**config.mk**
```make
export PLATFORM = sky130hd
export DESIGN_NAME = is_uart_loopback_fifo
export DESIGN_NICKNAME = d
export VERILOG_FILES = /design/src/rtl/is_uart_loopback_fifo.sv
export SDC_FILE = /design/constraint.sdc
export NUM_CORES = 1
export LEC_CHECK = 0
export ABC_CLOCK_PERIOD_IN_PS = 3200
export BUFFER_PORTS_ARGS = -buffer_cell sky130_fd_sc_hd__buf_2
export CORE_UTILIZATION = 30
export CTS_CLUSTER_DIAMETER = 40
export DETAILED_ROUTE_END_ITERATION = 8
export GPL_TIMING_DRIVEN = 0
export PLACE_DENSITY = 0.53
export SLEW_MARGIN = 25
export SYNTH_ARGS = -nofsm -noshare
export SYNTH_HDL_FRONTEND = slang
export SYNTH_SLANG_ARGS = --single-unit
```
**constraint.sdc**
```tcl
create_clock -name clk_i -period 3.2 [get_ports clk_i]
set_clock_uncertainty 0.05 [all_clocks]
set_input_delay 0.64 -clock clk_i [delete_from_list [all_inputs] [get_ports clk_i]]
set_output_delay 0.64 -clock clk_i [all_outputs]
set_load 0.01 [all_outputs]
```
**src/rtl/is_uart_loopback_fifo.sv**
```systemverilog
// Echo path between the UART receiver and transmitter: buffers received bytes,
// filters corrupted frames, counts receive errors and flags lost bytes.
module is_uart_loopback_fifo #(
  parameter int DEPTH    = 16,
  parameter int ERR_W    = 8,
  parameter bit DROP_ERR = 1'b1
) (
  input  logic                         clk_i,
  input  logic                         rstn_i,
  input  logic                         rx_data_en_i,
  input  logic [9:0]                   rx_data_t_i,
  output logic                         tx_rdy_t_o,
  output logic [7:0]                   tx_data_r_o,
  input  logic                         tx_rdy_r_i,
  output logic [$clog2(DEPTH+1)-1:0]   fill_o,
  output logic [ERR_W-1:0]             err_cnt_o,
  output logic                         ovf_o
);

  localparam int PTR_W  = $clog2(DEPTH);
  localparam int FILL_W = $clog2(DEPTH+1);
  localparam logic [FILL_W-1:0] FULL_LVL = FILL_W'(DEPTH);
  localparam logic [ERR_W-1:0]  ERR_MAX  = '1;

  logic [7:0]        mem [DEPTH];
  logic [PTR_W-1:0]  wr_ptr;
  logic [PTR_W-1:0]  rd_ptr;
  logic [PTR_W-1:0]  wr_ptr_nxt;
  logic [PTR_W-1:0]  rd_ptr_nxt;
  logic [FILL_W-1:0] fill_nxt;
  logic [7:0]        head_nxt;
  logic              rx_err;
  logic              accept;
  logic              full;
  logic              pop;
  logic              push;
  logic              lost;

  always_comb begin
    rx_err = rx_data_en_i & (rx_data_t_i[8] | rx_data_t_i[9]);
    accept = rx_data_en_i & ~(rx_err & DROP_ERR);
    full   = (fill_o == FULL_LVL);
    pop    = tx_rdy_t_o & tx_rdy_r_i;
    push   = accept & (~full | pop);
    lost   = accept & full & ~pop;
  end

  always_comb begin
    wr_ptr_nxt = push ? wr_ptr + 1'b1 : wr_ptr;
    rd_ptr_nxt = pop  ? rd_ptr + 1'b1 : rd_ptr;
    fill_nxt   = fill_o;
    case ({push, pop})
      2'b10:   fill_nxt = fill_o + 1'b1;
      2'b01:   fill_nxt = fill_o - 1'b1;
      default: fill_nxt = fill_o;
    endcase
    // The incoming byte becomes the new head when it lands where the read pointer is heading,
    // which lets an empty FIFO present a byte one edge after it arrives.
    if (push && (wr_ptr == rd_ptr_nxt)) begin
      head_nxt = rx_data_t_i[7:0];
    end else begin
      head_nxt = mem[rd_ptr_nxt];
    end
  end

  always_ff @(posedge clk_i) begin
    if (push) begin
      mem[wr_ptr] <= rx_data_t_i[7:0];
    end
  end

  always_ff @(posedge clk_i) begin
    if (!rstn_i) begin
      wr_ptr      <= '0;
      rd_ptr      <= '0;
      fill_o      <= '0;
      tx_rdy_t_o  <= 1'b0;
      tx_data_r_o <= '0;
      err_cnt_o   <= '0;
      ovf_o       <= 1'b0;
    end else begin
      wr_ptr     <= wr_ptr_nxt;
      rd_ptr     <= rd_ptr_nxt;
      fill_o     <= fill_nxt;
      tx_rdy_t_o <= (fill_nxt != '0);
      // Head register holds its last value while the FIFO sits empty.
      if (fill_nxt != '0) begin
        tx_data_r_o <= head_nxt;
      end
      if (rx_err && (err_cnt_o != ERR_MAX)) begin
        err_cnt_o <= err_cnt_o + 1'b1;
      end
      if (lost) begin
        ovf_o <= 1'b1;
      end
    end
  end

endmodule

```
**Word level (Yosys, flattened, before mapping)**

Memories as Yosys holds them, arrays and structs flattened. A register that Yosys moved wholly into a read port is not among the register bits.
Cells that the tools add are included.

- Bits in registers: 23
- Bits in latches: 0
- Memory bits (writable): 128
- Memory bits (read-only): 0
- Bits of input ports: 14
- Output and inout port bits: 23
- Logic and storage cells: 34
- Memories kept: 1

Memories:

| memory | words | bits a word | read ports | clocked after memory_dff | wr ports | line | source |
|---|---|---|---|---|---|---|---|
| mem | 16 | 8 | 1 | 1 | 1 | 25 | `logic [7:0] mem [DEPTH];` |

- $add $sub $neg: 5
- Multipliers: 0
- Divide/modulo/power cells: 0
- $lt $le $gt $ge: 0
- Eq/ne operators: 4
- Shift operators: 0
- Multiplexer cells: 4
- Bitwise operators: 11
- Reductions and logical operators: 3

Operators by type and width:

| operator | number |
|---|---|
| 5-bit case mux with 2 select lines | 1 |
| 4-bit by 1-bit adder with 4-bit output (second input constant) | 2 |
| 8-bit by 1-bit adder with 8-bit output (second input constant) | 1 |
| 8-bit != test (second input constant) | 1 |
| 1-bit bitwise AND | 6 |
| 5-bit by 1-bit adder with 5-bit output (second input constant) | 1 |
| 5-bit == test (second input constant) | 1 |
| 5-bit nonzero test | 1 |
| 5-bit by 1-bit subtractor with 5-bit output (second input constant) | 1 |
| 4-bit 2-to-1 mux | 1 |
| 1-bit NOT | 3 |
| 2-bit by 1-bit == test with 1-bit output (second input constant) | 1 |
| 2-bit == test (second input constant) | 1 |
| 1-bit 2-to-1 mux | 2 |
| 1-bit bitwise OR | 2 |
| 1-bit logical AND | 1 |
| 1-bit logical NOT | 1 |

**Longest topological paths before layout**

Gate-level depths: netlist (run 1).

- Depth after elaboration: 8
- Gate-level depth with buffers: 13
- Mapped depth without buffers: 10

**Least setup slack after synthesis (run 1)**

No wires, ideal clock.

- Kind: input -> register
- Start: input port tx_rdy_r_i
- End: register tx_data_r_o[0] (read register of mem)
- Library setup time: 0.072 ns
- Data arrival time: 2.624 ns
- Required time: 3.078 ns
- Slack: 0.454 ns
- Stages: 13
- Buffers on the path: 3
- Cells stage by stage: buf_4 nand2_2 buf_6 nor2_2 xor2_1 ha_1 nor3_1 a2bb2o_2 o21ai_0 nand2_1 a311oi_2 buf_6 mux2i_1

- Longest elaborated chain between the ends: 6
- Elaborated cells on any way between the ends: 8
- Classes of those cells: eq/ne (2); mux (2); bitwise (3); reduce/logical (1)

RTL lines:

| what | line | source |
|---|---|---|
| from (decl) | 14 | `input logic tx_rdy_r_i,` |
| 1-bit bitwise AND (*) | 43 | `pop = tx_rdy_t_o & tx_rdy_r_i;` |
| 1-bit bitwise OR | 44 | `push = accept & (~full \| pop);` |
| 1-bit bitwise AND | 44 |  |
| 2-bit by 1-bit == test with 1-bit output or 2-bit == test (tied branches) | 52 | `case ({push, pop})` |
| 5-bit case mux with 2 select lines | 52 |  |
| 5-bit nonzero test | 87 | `if (fill_nxt != '0) begin` |
| to (decl) | 13 | `output logic [7:0] tx_data_r_o,` |

Every way passes the cells marked *; elsewhere a longest branch is shown, timed or not.
A chain may end at the register's enable or synchronous reset.

**Worst setup path after layout (run 1)**

- Start: register tx_rdy_t_o
- End: register tx_data_r_o[0] (read register of mem)

- Longest elaborated chain between the ends: 6
- Elaborated cells on any way between the ends: 8
- Classes of those cells: eq/ne (2); mux (2); bitwise (3); reduce/logical (1)

RTL lines:

| what | line | source |
|---|---|---|
| from (decl) | 12 | `output logic tx_rdy_t_o,` |
| from (signal assigned) | 85 | `tx_rdy_t_o <= (fill_nxt != '0);` |
| 1-bit bitwise AND (*) | 43 |  |
| 1-bit bitwise OR | 44 |  |
| 1-bit bitwise AND | 44 |  |
| 2-bit by 1-bit == test with 1-bit output or 2-bit == test (tied branches) | 52 |  |
| 5-bit case mux with 2 select lines | 52 |  |
| 5-bit nonzero test | 87 |  |

Marks and branches as above.

==> results of run 1 <==
## worst max-delay path: stages, from the launching register on
cell and delay [ns]:
dfxtp_1 0.39, buf_6 0.18, nand3b_2 0.26, clkbuf_1 0.29, and3_1 0.23, a211oi_1 0.38, a2111oi_0 0.17, mux2_1 0.34
a22oi_1 0.28, mux2i_1 0.11
## cells in the mapped netlist (all sizes together) (2+ instances only)
master / count
nor3: 6
or3: 3
o21ai: 8
nor2: 17
nand4: 8
a211oi: 46
nand3b: 3
xor2: 4
a21bo: 2
edfxtp: 128
nand3: 6
a21boi: 3
mux2i: 25
a2111oi: 14
ha: 7
nand2b: 2
a22oi: 8
nor3b: 2
and2: 17
and3: 46
a31oi: 2
mux2: 9
nand2: 31
buf: 19
clkbuf: 15
nor2b: 8
inv: 7
a21oi: 13
xnor3: 2
xnor2: 16
o21a: 2
dfxtp: 31
## final cells by class
class | instances | area share
sequential | 159 | 0.533
tap | 319 | 0.0477
multi-input combinational | 324 | 0.299
inverter | 7 | 0.00314
clock buffer | 17 | 0.0508
clock inverter | 15 | 0.0188
buffer | 34 | 0.0250
timing repair buffer | 36 | 0.0215
## power by group through the flow
stage / registers (mW) / clock network, mW / logic [mW]
4_1_cts: 2.32 / 2.05 / 0.825
5_1_grt: 2.32 / 2.13 / 0.898
6_report: 2.32 / 2.02 / 0.818
3_3_place_gp: 2.36 / 0 / 0.813
2_1_floorplan: 2.38 / 0 / 0.542
3_5_place_dp: 2.36 / 0 / 0.820
## kinds of logic after synthesis
group | count (synthesis) | synth area share
fa+ha+maj | 7 | 0.0122
xor+xnor | 22 | 0.0333
flops | 159 | 0.621
compound gates | 111 | 0.134
mux | 34 | 0.0489
buf+inv | 41 | 0.0327
simple gates | 150 | 0.118
## worst paths after layout
path,end,slack [ns],depth (start not counted),startpoint
worst min register to register,tx_data_r_o[6],0.41,2,tx_data_r_o[6]
worst max-delay path,tx_data_r_o[0],0.39,9,tx_rdy_t_o
worst max register to register,tx_data_r_o[0],0.39,9,tx_rdy_t_o
worst min-delay path,tx_data_r_o[6],0.41,2,tx_data_r_o[6]
## through the flow
step	hold slack [ns]	instances	instance area [µm²]
after floorplan	0.433	524	7190
after CTS	0.419	911	8360
after detailed placement	0.406	879	7770
after global placement	0.399	879	7760
after global routing	0.434	911	8370
final	0.415	911	8370
## sequential cells by signal (all words and copies together), names as in the netlist
register / count
mem: 128
err_cnt_o: 8
tx_data_r_o: 8
fill_o: 5
rd_ptr: 4
wr_ptr: 4
ovf_o: 1
tx_rdy_t_o: 1
## layer usage
metal,wire length (µm),up-vias,global-route usage
met1,8200,2214,0.207
met4,253,0,0.0509
met5,0,-,0
met3,1010,18,0.0316
met2,8350,118,0.243
li1,-,2139,-
==> results.sh, run 1 <==
export IMPL_status="finished, final reports clean"
export IMPL_clk_pin_slew_ns=0.07
export IMPL_antenna_cells=0
export IMPL_row_count=56
export IMPL_power_density_nw_per_um2=616
export IMPL_setup_tns_ns=0
export IMPL_swShare=0.269
export IMPL_final_cell_mix="edfxtp_1, and3_1, buf_2"
export IMPL_syn_num_nets=545
export IMPL_async_reset_ff_frac=0
export IMPL_cp_required_ns=3.46
export IMPL_drt_pre_antenna_iters=4
export IMPL_ys_seq_area_frac=0.621
export IMPL_cts_root_buf="clkbuf_16"
export IMPL_crit_path_end_kind="flip-flop"
export IMPL_clock_sinks=159
export IMPL_finalCritPeriodShare=0.878
export IMPL_grt_overflow=0
export IMPL_start_util=0.306
export IMPL_synth_cell_types=60
export IMPL_synth_main_ff_cell="edfxtp_1"
export IMPL_gp_congestion=0.872
export IMPL_worst_slew_pin_slew_ns=0.821
export IMPL_io_buffers=36
export IMPL_grt_pass1_wl_um=27000
export IMPL_wire_per_inst_um=19.6
export IMPL_drv_slew=0
export IMPL_numCtsBuffers=17
export IMPL_peakVddDrop_mv=0.367
export IMPL_seqPwrFrac=0.449
export IMPL_rsz0062_at_grt="no"
export IMPL_final_common_cell="edfxtp_1"
export IMPL_regArea_um2=4460
export IMPL_syn_inst=524
export IMPL_yosys_area_top_type="edfxtp_1"
export IMPL_num_io_pins=37
export IMPL_vias=4489
export IMPL_cts_tree="built"
export IMPL_die_width_um=157
export IMPL_drt_iter0_drc=343
export IMPL_drt_vias_per_instance=4.93
export IMPL_grt_usage=0.153
export IMPL_drc_errors=0
export IMPL_max_cap_viol_count=0
export IMPL_start_kind="flip-flop"
export IMPL_insertion_delay_ns=0.43
export IMPL_clock_power_share=0.393
export IMPL_die_height_um=157
export IMPL_grt_pass1_vias=4438
export IMPL_dp_hpwl_um=12700
export IMPL_drive_above_1_share=0.198
export IMPL_drtAntennaViolNets=0
export IMPL_fin_util=0.357
export IMPL_final_nets=600
export IMPL_total_power_mw=5.16
export IMPL_yosysWarnings=0
export IMPL_worstPathArrival_ns=3.06
export IMPL_cts_resized=0
export IMPL_synth_edf_count=128
export IMPL_ys_top_cells_by_area="edfxtp_1, dfxtp_1, and3_1"
export IMPL_comb_power_share=0.159
export IMPL_hold_buffers=0
export IMPL_multiInputGateArea_um2=2510
export IMPL_post_cts_buffers=0
export IMPL_nFillCells=2259
export IMPL_ctsHtreeMaxLevel=4
export IMPL_p_leak_nw=2.82
export IMPL_finalWirelength_um=17800
export IMPL_crit_type="flip-flop to flip-flop"
export IMPL_core_area_um2=23500
export IMPL_max_slew_margin_rel=0.451
export IMPL_pre_cts_ws_ns=0.0387
export IMPL_area_growth_pct=16.5
export IMPL_synth_seq_cells=159
export IMPL_synth_top_area_frac=0.535
export IMPL_hold_class="flip-flop to flip-flop"
export IMPL_grt_max_degree=18
export IMPL_antenna_found_initial=0
export IMPL_setup_viol=0
export IMPL_setup_ws_ns=0.392
export IMPL_hold_viol_final=0
export IMPL_syn_area_per_cell_um2=13.7
export IMPL_crit_fanout=10
export IMPL_netSwitchingPower_mw=1.39
export IMPL_cts_buffer_depth=2
export IMPL_die_area_um2=24600
export IMPL_internal_power_mw=3.77
export IMPL_synth_area_um2=7190
export IMPL_fmax_mhz=356
export IMPL_period_minus_slack_ns=2.81
Note: power is estimated with default switching activity, not from simulation.
==> run 2, diff against run 1 <==
- ABC_CLOCK_PERIOD_IN_PS: 3200 -> 3400
- CORE_ASPECT_RATIO: default -> 0.6
- clock period: 3.2 -> 3.4 ns (I/O delays scaled with it)
==> results.sh, run 2 (synthesis gave the netlist of run 1 again) <==
export IMPL_status="finished, final reports clean"
export IMPL_dp_hpwl_um=14200
export IMPL_post_cts_buffers=0
export IMPL_die_area_um2=24600
export IMPL_hold_class="flip-flop to flip-flop"
export IMPL_core_area_um2=23300
export IMPL_grt_max_degree=18
export IMPL_row_count=43
export IMPL_grt_pass1_wl_um=28900
export IMPL_fin_util=0.361
export IMPL_grt_pass1_vias=4458
export IMPL_area_growth_pct=16.9
export IMPL_cts_buffer_depth=2
export IMPL_antenna_found_initial=0
export IMPL_rsz0062_at_grt="no"
export IMPL_ctsHtreeMaxLevel=4
export IMPL_gp_congestion=0.900
export IMPL_crit_fanout=10
export IMPL_reg2reg_from="rd_ptr[0]"
export IMPL_insertion_delay_ns=0.43
export IMPL_worst_slew_pin_slew_ns=0.964
export IMPL_reg2reg_to="tx_data_r_o[4]"
export IMPL_grt_overflow=0
export IMPL_crit_slowest_cell="a211oi_1"
export IMPL_hold_ws_ns=0.414
export IMPL_fmax_mhz=327
export IMPL_final_cell_mix="edfxtp_1, and3_1, buf_2"
export IMPL_netSwitchingPower_mw=1.35
export IMPL_drt_vias_per_instance=5.25
export IMPL_placed_cells=875
export IMPL_drt_iter0_drc=474
export IMPL_max_slew_margin_rel=0.353
export IMPL_clock_power_share=0.400
export IMPL_reg2reg_slack_ns=0.34
export IMPL_power_density_nw_per_um2=599
export IMPL_hp_start="ovf_o"
export IMPL_regMostFlops="mem"
export IMPL_peakVddDrop_mv=0.315
export IMPL_slowest_delay_ns=0.70
export IMPL_final_cells=908
export IMPL_drtAntennaViolNets=0
export IMPL_nFillCells=2253
export IMPL_hold_viol_final=0
export IMPL_drc_errors=0
export IMPL_hold_buffers=0
export IMPL_io_buffers=36
export IMPL_cp_required_ns=3.65
export IMPL_setup_viol=0
export IMPL_total_power_mw=5.03
export IMPL_p_leak_nw=2.83
export IMPL_internal_power_mw=3.68
export IMPL_crit_path_end_kind="flip-flop"
export IMPL_grt_usage=0.165
export IMPL_numCtsBuffers=17
export IMPL_worstHoldEndpoint="ovf_o"
export IMPL_start_kind="flip-flop"
export IMPL_wire_per_inst_um=21.6
export IMPL_final_common_cell="edfxtp_1"
export IMPL_cts_root_buf="clkbuf_16"
export IMPL_crit_type="flip-flop to flip-flop"
export IMPL_clock_sinks=159
export IMPL_cts_tree="built"
export IMPL_period_minus_slack_ns=3.06
export IMPL_comb_power_share=0.166
export IMPL_cts_resized=0
export IMPL_start_util=0.308
export IMPL_largest_reg_flops=128
export IMPL_path_cells="ha_1 -> xnor2_4 -> a31oi_4 -> buf_2 -> a211oi_1 -> a2111oi_0 -> mux2_1 -> a22oi_1 -> mux2i_1"
export IMPL_drt_pre_antenna_iters=5
export IMPL_min_path_cells=1
export IMPL_seqPwrFrac=0.434
export IMPL_cpLargestDelayFamily="compound AO/OA/AOI/OAI gates"
export IMPL_path_buf_inv=1
export IMPL_setup_tns_ns=0
export IMPL_vias=4765
export IMPL_top_regs="mem (128), err_cnt_o (8), tx_data_r_o (8)"
export IMPL_drive_above_1_share=0.199
export IMPL_die_width_um=202
export IMPL_worstPathArrival_ns=3.32
export IMPL_final_nets=600
export IMPL_drv_slew=0
export IMPL_clk_pin_slew_ns=0.07
export IMPL_finalWirelength_um=19600
export IMPL_swShare=0.269
export IMPL_finalCritPeriodShare=0.900
export IMPL_num_io_pins=37
export IMPL_die_height_um=122
export IMPL_max_cap_viol_count=0
export IMPL_rr_worst_depth=9
-- run 2: cell count changes in the layout (fill, tap and decap cells not counted), sizes merged --
| cell | previous run | this run |
|---|---|---|
| diode | 0 | 1 |
| clkinvlp | 3 | 5 |
| inv | 14 | 9 |
| clkinv | 3 | 4 |
| bufinv | 2 | 4 |
-- run 2: through the flow --
step                setup WS, ns  area (µm²)
floorplan                  0.614        7190
detailed placement        0.0213        7770
finish                     0.339        8400
CTS                        0.433        8390
global placement          0.0891        7760
global route               0.145        8400
-- run 2: area by class of cell --
cell class	instances	area, µm²	share of cell area
sequential	159	4460	0.531
antenna	1	2.50	0.000298
clock buffer	17	425	0.0506
inverter	7	26.3	0.00313
multi-input combinational	324	2510	0.298
timing repair buffer	36	180	0.0214
tap	315	394	0.0469
clock inverter	15	193	0.0229
buffer	34	209	0.0249
-- run 2: layer usage --
metal | track usage | share of wire | up-vias
met5 | 0 | 0 | -
met1 | 0.257 | 0.52 | 2452
met4 | 0.0327 | 0.0057 | 0
met3 | 0.0586 | 0.087 | 10
li1 | - | - | 2152
met2 | 0.211 | 0.39 | 151
-- run 2: worst max path at each step --
stage          startpoint             end  cells past startpoint  slack [ns]
2_1_floorplan  tx_rdy_r_i  tx_data_r_o[0]                     13        0.61
3_3_place_gp   tx_rdy_r_i  tx_data_r_o[4]                     11        0.09
4_1_cts         rd_ptr[0]  tx_data_r_o[1]                      9        0.43
5_1_grt        tx_rdy_t_o  tx_data_r_o[4]                      9        0.15
6_report        rd_ptr[0]  tx_data_r_o[4]                      9        0.34
3_5_place_dp   tx_rdy_r_i  tx_data_r_o[1]                     11        0.02
-- run 2: power groups by stage --
| stage | clock, mW | sequential (mW) | combinational [mW] |
|---|---|---|---|
| finish | 2.01 | 2.18 | 0.836 |
| CTS | 2.04 | 2.18 | 0.824 |
| detailed placement | 0 | 2.23 | 0.821 |
| floorplan | 0 | 2.24 | 0.510 |
| global placement | 0 | 2.22 | 0.805 |
| global route | 2.12 | 2.19 | 0.897 |
